File: src/rtl/seven_seg_capture_if.sv
// seven_seg_capture_if
//   Bundle between a multiplexed 7-segment display (or its driver) and the
//   capture block.
//   master: display side and frame consumer (drives seg_n, an_n, frame_ready)
//   slave : capture block (drives frame_valid, digits_out, digit_err, overrun)
//   seg_n       segment bus, active-low, bit0=a .. bit6=g
//   an_n        digit enables, active-low, bit k = digit k
//   frame_ready consumer accepts the frame while frame_valid is high
//   frame_valid digits_out/digit_err hold a complete frame
//   digits_out  digit k at [4k+3:4k]
//   digit_err   bit k set: digit k pattern was not a legal digit
//   overrun     one-cycle pulse when a completed frame was dropped
interface seven_seg_capture_if #(
  parameter int NUM_DIGITS = 4
);
  logic [6:0]              seg_n;
  logic [NUM_DIGITS-1:0]   an_n;
  logic                    frame_ready;
  logic                    frame_valid;
  logic [4*NUM_DIGITS-1:0] digits_out;
  logic [NUM_DIGITS-1:0]   digit_err;
  logic                    overrun;

  modport master (
    output seg_n, an_n, frame_ready,
    input  frame_valid, digits_out, digit_err, overrun
  );

  modport slave (
    input  seg_n, an_n, frame_ready,
    output frame_valid, digits_out, digit_err, overrun
  );
endinterface

File: src/rtl/seven_seg_capture.sv
// seven_seg_capture
//   Reads back a multiplexed 7-segment display. Synchronises the segment bus
//   and digit enables, waits for each digit pattern to be stable for
//   STABLE_CYCLES samples, decodes it to a nibble and assembles complete
//   NUM_DIGITS-digit frames offered over a valid/ready handshake.
//   clk  system clock, rising edge
//   rst  asynchronous reset, active-high
//   bus  slave side of seven_seg_capture_if (see interface header)
module seven_seg_capture #(
  parameter int NUM_DIGITS    = 4,
  parameter int STABLE_CYCLES = 8
) (
  input  logic               clk,
  input  logic               rst,
  seven_seg_capture_if.slave bus
);
  localparam int CW = $clog2(STABLE_CYCLES + 1);
  localparam int IW = (NUM_DIGITS > 1) ? $clog2(NUM_DIGITS) : 1;
  localparam logic [CW-1:0] C_STABLE = CW'(STABLE_CYCLES);
  localparam logic [CW-1:0] C_PRE    = CW'(STABLE_CYCLES - 1);

  logic [6:0]              r_seg_s1, r_seg_s2, r_seg_prev;
  logic [NUM_DIGITS-1:0]   r_an_s1, r_an_s2, r_an_prev;
  logic [CW-1:0]           r_count;
  logic [NUM_DIGITS-1:0]   r_seen;
  logic [4*NUM_DIGITS-1:0] r_shadow_digits;
  logic [NUM_DIGITS-1:0]   r_shadow_err;
  logic                    r_frame_valid;
  logic [4*NUM_DIGITS-1:0] r_digits;
  logic [NUM_DIGITS-1:0]   r_err;
  logic                    r_overrun;

  logic                    w_eligible;
  logic                    w_same;
  logic                    w_capture;
  logic                    w_complete;
  logic [IW-1:0]           w_slot;
  logic [3:0]              w_nibble;
  logic                    w_bad;
  logic [CW-1:0]           w_count_next;
  logic [NUM_DIGITS-1:0]   w_seen_next;

  // Two-flop synchroniser plus one more stage holding the previous sample
  // for the stability comparison.
  always_ff @(posedge clk or posedge rst) begin
    if (rst) begin
      r_seg_s1   <= '1;
      r_seg_s2   <= '1;
      r_seg_prev <= '1;
      r_an_s1    <= '1;
      r_an_s2    <= '1;
      r_an_prev  <= '1;
    end else begin
      r_seg_s1   <= bus.seg_n;
      r_seg_s2   <= r_seg_s1;
      r_seg_prev <= r_seg_s2;
      r_an_s1    <= bus.an_n;
      r_an_s2    <= r_an_s1;
      r_an_prev  <= r_an_s2;
    end
  end

  // Only a single active enable identifies a digit; blanking and overlap
  // (two or more enables low) are both ignored.
  assign w_eligible = $onehot(~r_an_s2);
  assign w_same     = (r_seg_s2 == r_seg_prev) && (r_an_s2 == r_an_prev);
  assign w_capture  = w_eligible && w_same && (r_count == C_PRE);
  assign w_complete = &r_seen;

  always_comb begin
    w_slot = '0;
    for (int k = 0; k < NUM_DIGITS; k++) begin
      if (!r_an_s2[k]) w_slot = IW'(k);
    end
  end

  always_comb begin
    w_bad = 1'b0;
    case (r_seg_s2)
      7'b1000000: w_nibble = 4'h0;
      7'b1111001: w_nibble = 4'h1;
      7'b0100100: w_nibble = 4'h2;
      7'b0110000: w_nibble = 4'h3;
      7'b0011001: w_nibble = 4'h4;
      7'b0010010: w_nibble = 4'h5;
      7'b0000010: w_nibble = 4'h6;
      7'b1011000: w_nibble = 4'h7;
      7'b0000000: w_nibble = 4'h8;
      7'b0010000: w_nibble = 4'h9;
      7'b1111111: w_nibble = 4'hF;
      default: begin
        w_nibble = 4'hE;
        w_bad    = 1'b1;
      end
    endcase
  end

  // Saturating at STABLE_CYCLES means the capture compare (STABLE-1 ->
  // STABLE) fires once per stable period.
  always_comb begin
    w_count_next = '0;
    if (w_eligible) begin
      if (!w_same)                  w_count_next = CW'(1);
      else if (r_count == C_STABLE) w_count_next = C_STABLE;
      else                          w_count_next = r_count + 1'b1;
    end
  end

  // A capture on the same edge the frame is offered starts the next frame.
  always_comb begin
    w_seen_next = w_complete ? '0 : r_seen;
    if (w_capture) w_seen_next[w_slot] = 1'b1;
  end

  always_ff @(posedge clk or posedge rst) begin
    if (rst) begin
      r_count         <= '0;
      r_seen          <= '0;
      r_shadow_digits <= '0;
      r_shadow_err    <= '0;
    end else begin
      r_count <= w_count_next;
      r_seen  <= w_seen_next;
      if (w_capture) begin
        r_shadow_digits[w_slot*4 +: 4] <= w_nibble;
        r_shadow_err[w_slot]           <= w_bad;
      end
    end
  end

  always_ff @(posedge clk or posedge rst) begin
    if (rst) begin
      r_frame_valid <= 1'b0;
      r_digits      <= '0;
      r_err         <= '0;
      r_overrun     <= 1'b0;
    end else begin
      r_overrun <= 1'b0;
      if (w_complete) begin
        if (!r_frame_valid || bus.frame_ready) begin
          r_digits      <= r_shadow_digits;
          r_err         <= r_shadow_err;
          r_frame_valid <= 1'b1;
        end else begin
          r_overrun <= 1'b1;
        end
      end else if (r_frame_valid && bus.frame_ready) begin
        r_frame_valid <= 1'b0;
      end
    end
  end

  assign bus.frame_valid = r_frame_valid;
  assign bus.digits_out  = r_digits;
  assign bus.digit_err   = r_err;
  assign bus.overrun     = r_overrun;
endmodule
File: src/flat_wrapper.sv
// flat-port wrapper written by rule: the top's interface ports become plain ports
module seven_seg_capture_flat 
#(
  parameter int NUM_DIGITS    = 4,
  parameter int STABLE_CYCLES = 8
)
  (clk, rst, bus_seg_n, bus_an_n, bus_frame_ready, bus_frame_valid, bus_digits_out, bus_digit_err, bus_overrun);
  seven_seg_capture_if #(.NUM_DIGITS(NUM_DIGITS)) bus_i ();
  input  logic clk;
  input  logic rst;
  input wire logic [$bits(bus_i.seg_n)-1:0] bus_seg_n;
  input wire logic [$bits(bus_i.an_n)-1:0] bus_an_n;
  input wire logic [$bits(bus_i.frame_ready)-1:0] bus_frame_ready;
  output wire logic [$bits(bus_i.frame_valid)-1:0] bus_frame_valid;
  output wire logic [$bits(bus_i.digits_out)-1:0] bus_digits_out;
  output wire logic [$bits(bus_i.digit_err)-1:0] bus_digit_err;
  output wire logic [$bits(bus_i.overrun)-1:0] bus_overrun;
  assign bus_i.seg_n = bus_seg_n;
  assign bus_i.an_n = bus_an_n;
  assign bus_i.frame_ready = bus_frame_ready;
  assign bus_frame_valid = bus_i.frame_valid;
  assign bus_digits_out = bus_i.digits_out;
  assign bus_digit_err = bus_i.digit_err;
  assign bus_overrun = bus_i.overrun;
  seven_seg_capture #(.NUM_DIGITS(NUM_DIGITS), .STABLE_CYCLES(STABLE_CYCLES)) u_core (.clk(clk), .rst(rst), .bus(bus_i));
endmodule
File: config.mk
export PLATFORM = sky130hd
export DESIGN_NAME = seven_seg_capture_flat
export DESIGN_NICKNAME = d
export VERILOG_FILES = /design/src/rtl/seven_seg_capture_if.sv /design/src/rtl/seven_seg_capture.sv /design/src/flat_wrapper.sv
export SDC_FILE = /design/constraint.sdc
export NUM_CORES = 1
export LEC_CHECK = 0
export ABC_AREA = 1
export CAP_MARGIN = 5
export CORE_UTILIZATION = 30
export CTS_CLUSTER_SIZE = 28
export DETAILED_ROUTE_END_ITERATION = 8
export MAX_ROUTING_LAYER = met4
export SLEW_MARGIN = 20
export SYNTH_ARGS = -nofsm -noshare
export SYNTH_HDL_FRONTEND = slang
export SYNTH_SLANG_ARGS = --single-unit
File: constraint.sdc
create_clock -name clk -period 3.8 [get_ports clk]
set_clock_uncertainty 0.2 [all_clocks]
set_input_delay 0.76 -clock clk [delete_from_list [all_inputs] [get_ports clk]]
set_output_delay 0.76 -clock clk [all_outputs]
set_load 0.005 [all_outputs]
==> metrics.md <==
| Metric | Value |
|---|---|
| Outcome | `complete, no violations` |
| Crit end category | `flop` |
| Reg2reg end | `u_core.r_shadow_digits[2]` |
| Clk sinks | `83` |
| Drt pass-1 iters | `4` |
| Total Routed Length | `6060 um` |
| Unrepaired setup endpoints after global routing | `false` |
| Max Root-Sink Buffers | `2` |
| Multi-input gate area | `~0.0013 mm^2` |
| IO Pins | `36` |
| Worst R2R Start | `u_core.r_an_s2[2]` |
| F_max | `approximately 320 MHz` |
| Final ANT Viol Nets | `0` |
| Ratio of final minimum period to clock period | `81.2%` |
| R2R Setup Slk | `roughly 0.71 ns` |
| Critical Path Start | `u_core.r_an_s2[2]` |
| Die W | `between 100 and 150 um` |
| Post-CTS setup buffers | `0` |
| Root Driver | `clkbuf_16` |
| Final TNS setup | `0 ns` |
| DR iter-0 viols | `roughly 100` |
| Die Y | `around 110 um` |
| Crit path capture | `u_core.r_shadow_digits[2]` |
| CTS Hold Bufs | `0` |
| Non-Filler Instances | `between 500 and 600` |
| Post-Syn Area | `between 0.003 and 0.004 mm^2` |
| Synth top area cells | `dfrtp_1 (34%), dfstp_2 (24%), nand2_1 (11%)` |
| Diode count | `0` |
| Worst path required time | `~3.8 ns` |
| GRT Overall Usage | `11.7%` |
| Reg2reg path depth | `10` |
| Initial Utilization | `between 30% and 40%` |
| Initial antenna violation count | `0` |
| Mapped Cells | `about 380` |
| Routability Congestion | `~0.84` |
| Crit Path Max Fanout | `11` |
| Drt wl/cell | `approximately 11 um` |
| Final min period | `just over 3 ns` |
| CTS Buf Count | `9` |
| Number of global-route vias before repair | `~2500` |
| Synth top area share | `approximately a third` |
| Via count | `around 2400` |
| Die area | `around 0.013 mm^2` |
| Number of fill cells | `about 1200` |
| Final hold vios | `0` |
| Cell type with the largest total area after synthesis | `dfrtp_1` |
| FP Rows | `39` |
| FF+latch area | `between 0.002 and 0.0025 mm^2` |
| Post-CTS resize count | `0` |
| Final Util | `around two fifths` |
| Ys Warns | `0` |
| Mean Syn Cell Area | `roughly 9.7 um^2` |
| Final setup vio count | `0` |
| Pwr/cell area | `slightly above 400 mW/mm^2` |
| Final Max Slew Viols | `0` |
| Setup crit start kind | `flop` |
| Largest net degree at the start of global routing | `51` |
| Max-Cap Viols | `0` |
| Via density | `around 4.2` |
| Syn_nets | `406` |
| Distinct cell type count after synthesis | `31` |
| First-pass GRT wire length | `about 11000 um` |
| Seq/Total Area, Yosys | `57.9%` |
| Port bufs | `35` |
| Inst Count DP | `between 500 and 600` |
| Layout cells sized above 1 | `between 10% and 20%` |
| Worst-Margin Slew | `0.581 ns` |
| GR Overflow Total | `0` |
| Clock latency at the later pin of the worst-skew pair | `roughly 0.33 ns` |
| Peak supply drop | `0.000212 V` |
| Final #Nets | `449` |
| CTS tree | `done` |
| Worst EP arrival | `~3.1 ns` |
| H-tree levels | `3` |
| Kind of critical path | `flop to flop` |
| DRC Markers | `0` |
| Area delta synth->final | `21.7%` |
| Core box area | `roughly 0.012 mm^2` |
| HP Class | `flop to flop` |
| Clock slew at reported path FFs | `approximately 0.06 ns` |
| Dpl hpwl | `~4500 um` |
| Synth Register Bits | `83` |
| Leakage power | `~2.2 nW` |
| Headroom to the max-slew limit | `approximately 60%` |
==> logic make-up after synthesis <==
family,synth area share (%)
and+or+nand+nor,21.7
buffers and inverters,6.98
DFF,57.9
xor gates and xnor gates,0.958
adders and majority gates,5.00
AOI/OAI and AO/OA,3.35
muxes,4.11
==> worst min-delay path by stage <==
stage	startpoint	cells past startpoint	end	slack [ns]
after CTS	u_core.r_seg_s1[1]	0	u_core.r_seg_s2[1]	0.15
after global routing	u_core.r_seg_s1[1]	0	u_core.r_seg_s2[1]	0.16
after detailed placement	u_core.r_seg_s1[4]	0	u_core.r_seg_s2[4]	0.15
after floorplan	u_core.r_an_s1[0]	0	u_core.r_an_s2[0]	0.15
final	u_core.r_seg_s1[1]	0	u_core.r_seg_s2[1]	0.15
after global placement	u_core.r_seg_s1[3]	0	u_core.r_seg_s2[3]	0.15
==> per-stage QoR <==
step	worst slack (ns)	cell area [um^2]	power (W)	hold WS, ns
detailed placement	0.728	4170	0.00106	0.147
CTS	0.694	4450	0.00188	0.154
floorplan	0.758	3660	0.00102	0.145
global route	0.446	4450	0.00193	0.156
global placement	0.831	4170	0.00105	0.145
finish	0.714	4450	0.00184	0.153
==> layout by cell type, fill, tap and decap left out <==
cell             synthesis  final
nand2_1                112    112
inv_1                   55     54
dfrtp_1                 50     50
nor2_1                  35     35
clkdlybuf4s50_1          0     35
dfstp_2                 33     33
o21ai_0                 18     18
nand3_1                 14     14
ha_1                    13     13
clkbuf_16                0     10
mux2_2                   8      8
mux2_4                   4      4
inv_2                    4      4
clkbuf_1                 1      4
nor3_1                   3      3
xnor2_1                  3      3
nand4_1                  3      3
nor3_4                   3      3
o22ai_1                  3      3
clkinv_2                 0      3
nor2_2                   2      2
a21oi_1                  1      1
and3_1                   1      1
nand4_2                  1      1
and2_1                   1      1
nor2_4                   1      1
nor4_1                   1      1
xor2_1                   1      1
nor4_4                   1      1
nand2_4                  1      1
a21oi_2                  1      1
fa_1                     1      1
buf_12                   0      1
==> power by group <==
group | leakage (nW) | total (W) | switching (W) | internal (W)
Combinational | 1.02 | 0.000104 | 0.0000660 | 0.0000379
Sequential | 1.04 | 0.000935 | 0.0000163 | 0.000919
Clock | 0.136 | 0.000798 | 0.000318 | 0.000481
==> cells in the mapped netlist, drive strengths merged <==
| cell | count |
|---|---|
| xnor2 | 3 |
| nand4 | 4 |
| nor4 | 2 |
| dfrtp | 50 |
| and3 | 1 |
| nand2 | 113 |
| and2 | 1 |
| inv | 59 |
| nand3 | 14 |
| nor3 | 6 |
| nor2 | 38 |
| xor2 | 1 |
| mux2 | 12 |
| clkbuf | 1 |
| o22ai | 3 |
| dfstp | 33 |
| o21ai | 18 |
| a21oi | 2 |
| buf | 3 |
| fa | 1 |
| ha | 13 |
==> critical path: stages (launching register included) <==
cell and delay [ns]:
dfstp_2 0.58, inv_1 0.07, ha_1 0.28, ha_1 0.14, inv_1 0.04, fa_1 0.46, and3_1 0.25, nand4_2 0.41
nor2_2 0.37, nand3_1 0.11, o21ai_0 0.10
==> layout make-up <==
cell class / instances / share of cell area (%)
Inverter: 59 / 5.01
Clock inverter: 2 / 0.225
Clock buffer: 14 / 5.96
Timing Repair Buffer: 36 / 8.33
Tap cell: 143 / 4.02
Sequential cell: 83 / 47.6
Multi-Input combinational cell: 232 / 28.8
==> per-layer routing <==
| layer | vias to the layer above | GRT usage, % | part of all wire (%) |
|---|---|---|---|
| li1 | 1257 | - | - |
| met5 | - | - | 0 |
| met1 | 1081 | 13.8 | 47 |
| met4 | 0 | 5.51 | 1.7 |
| met3 | 8 | 3.51 | 3.8 |
| met2 | 44 | 18.3 | 48 |
==> registers in the layout, indices dropped and copies added, names as in the netlist, 7 cells and up <==
| signal | count |
|---|---|
| u_core.r_shadow_digits | 16 |
| u_core.r_seg_s1 | 7 |
| u_core.bus.digits_out | 16 |
| u_core.r_seg_prev | 7 |
| u_core.r_seg_s2 | 7 |
Power figures use the tool's default switching activity.
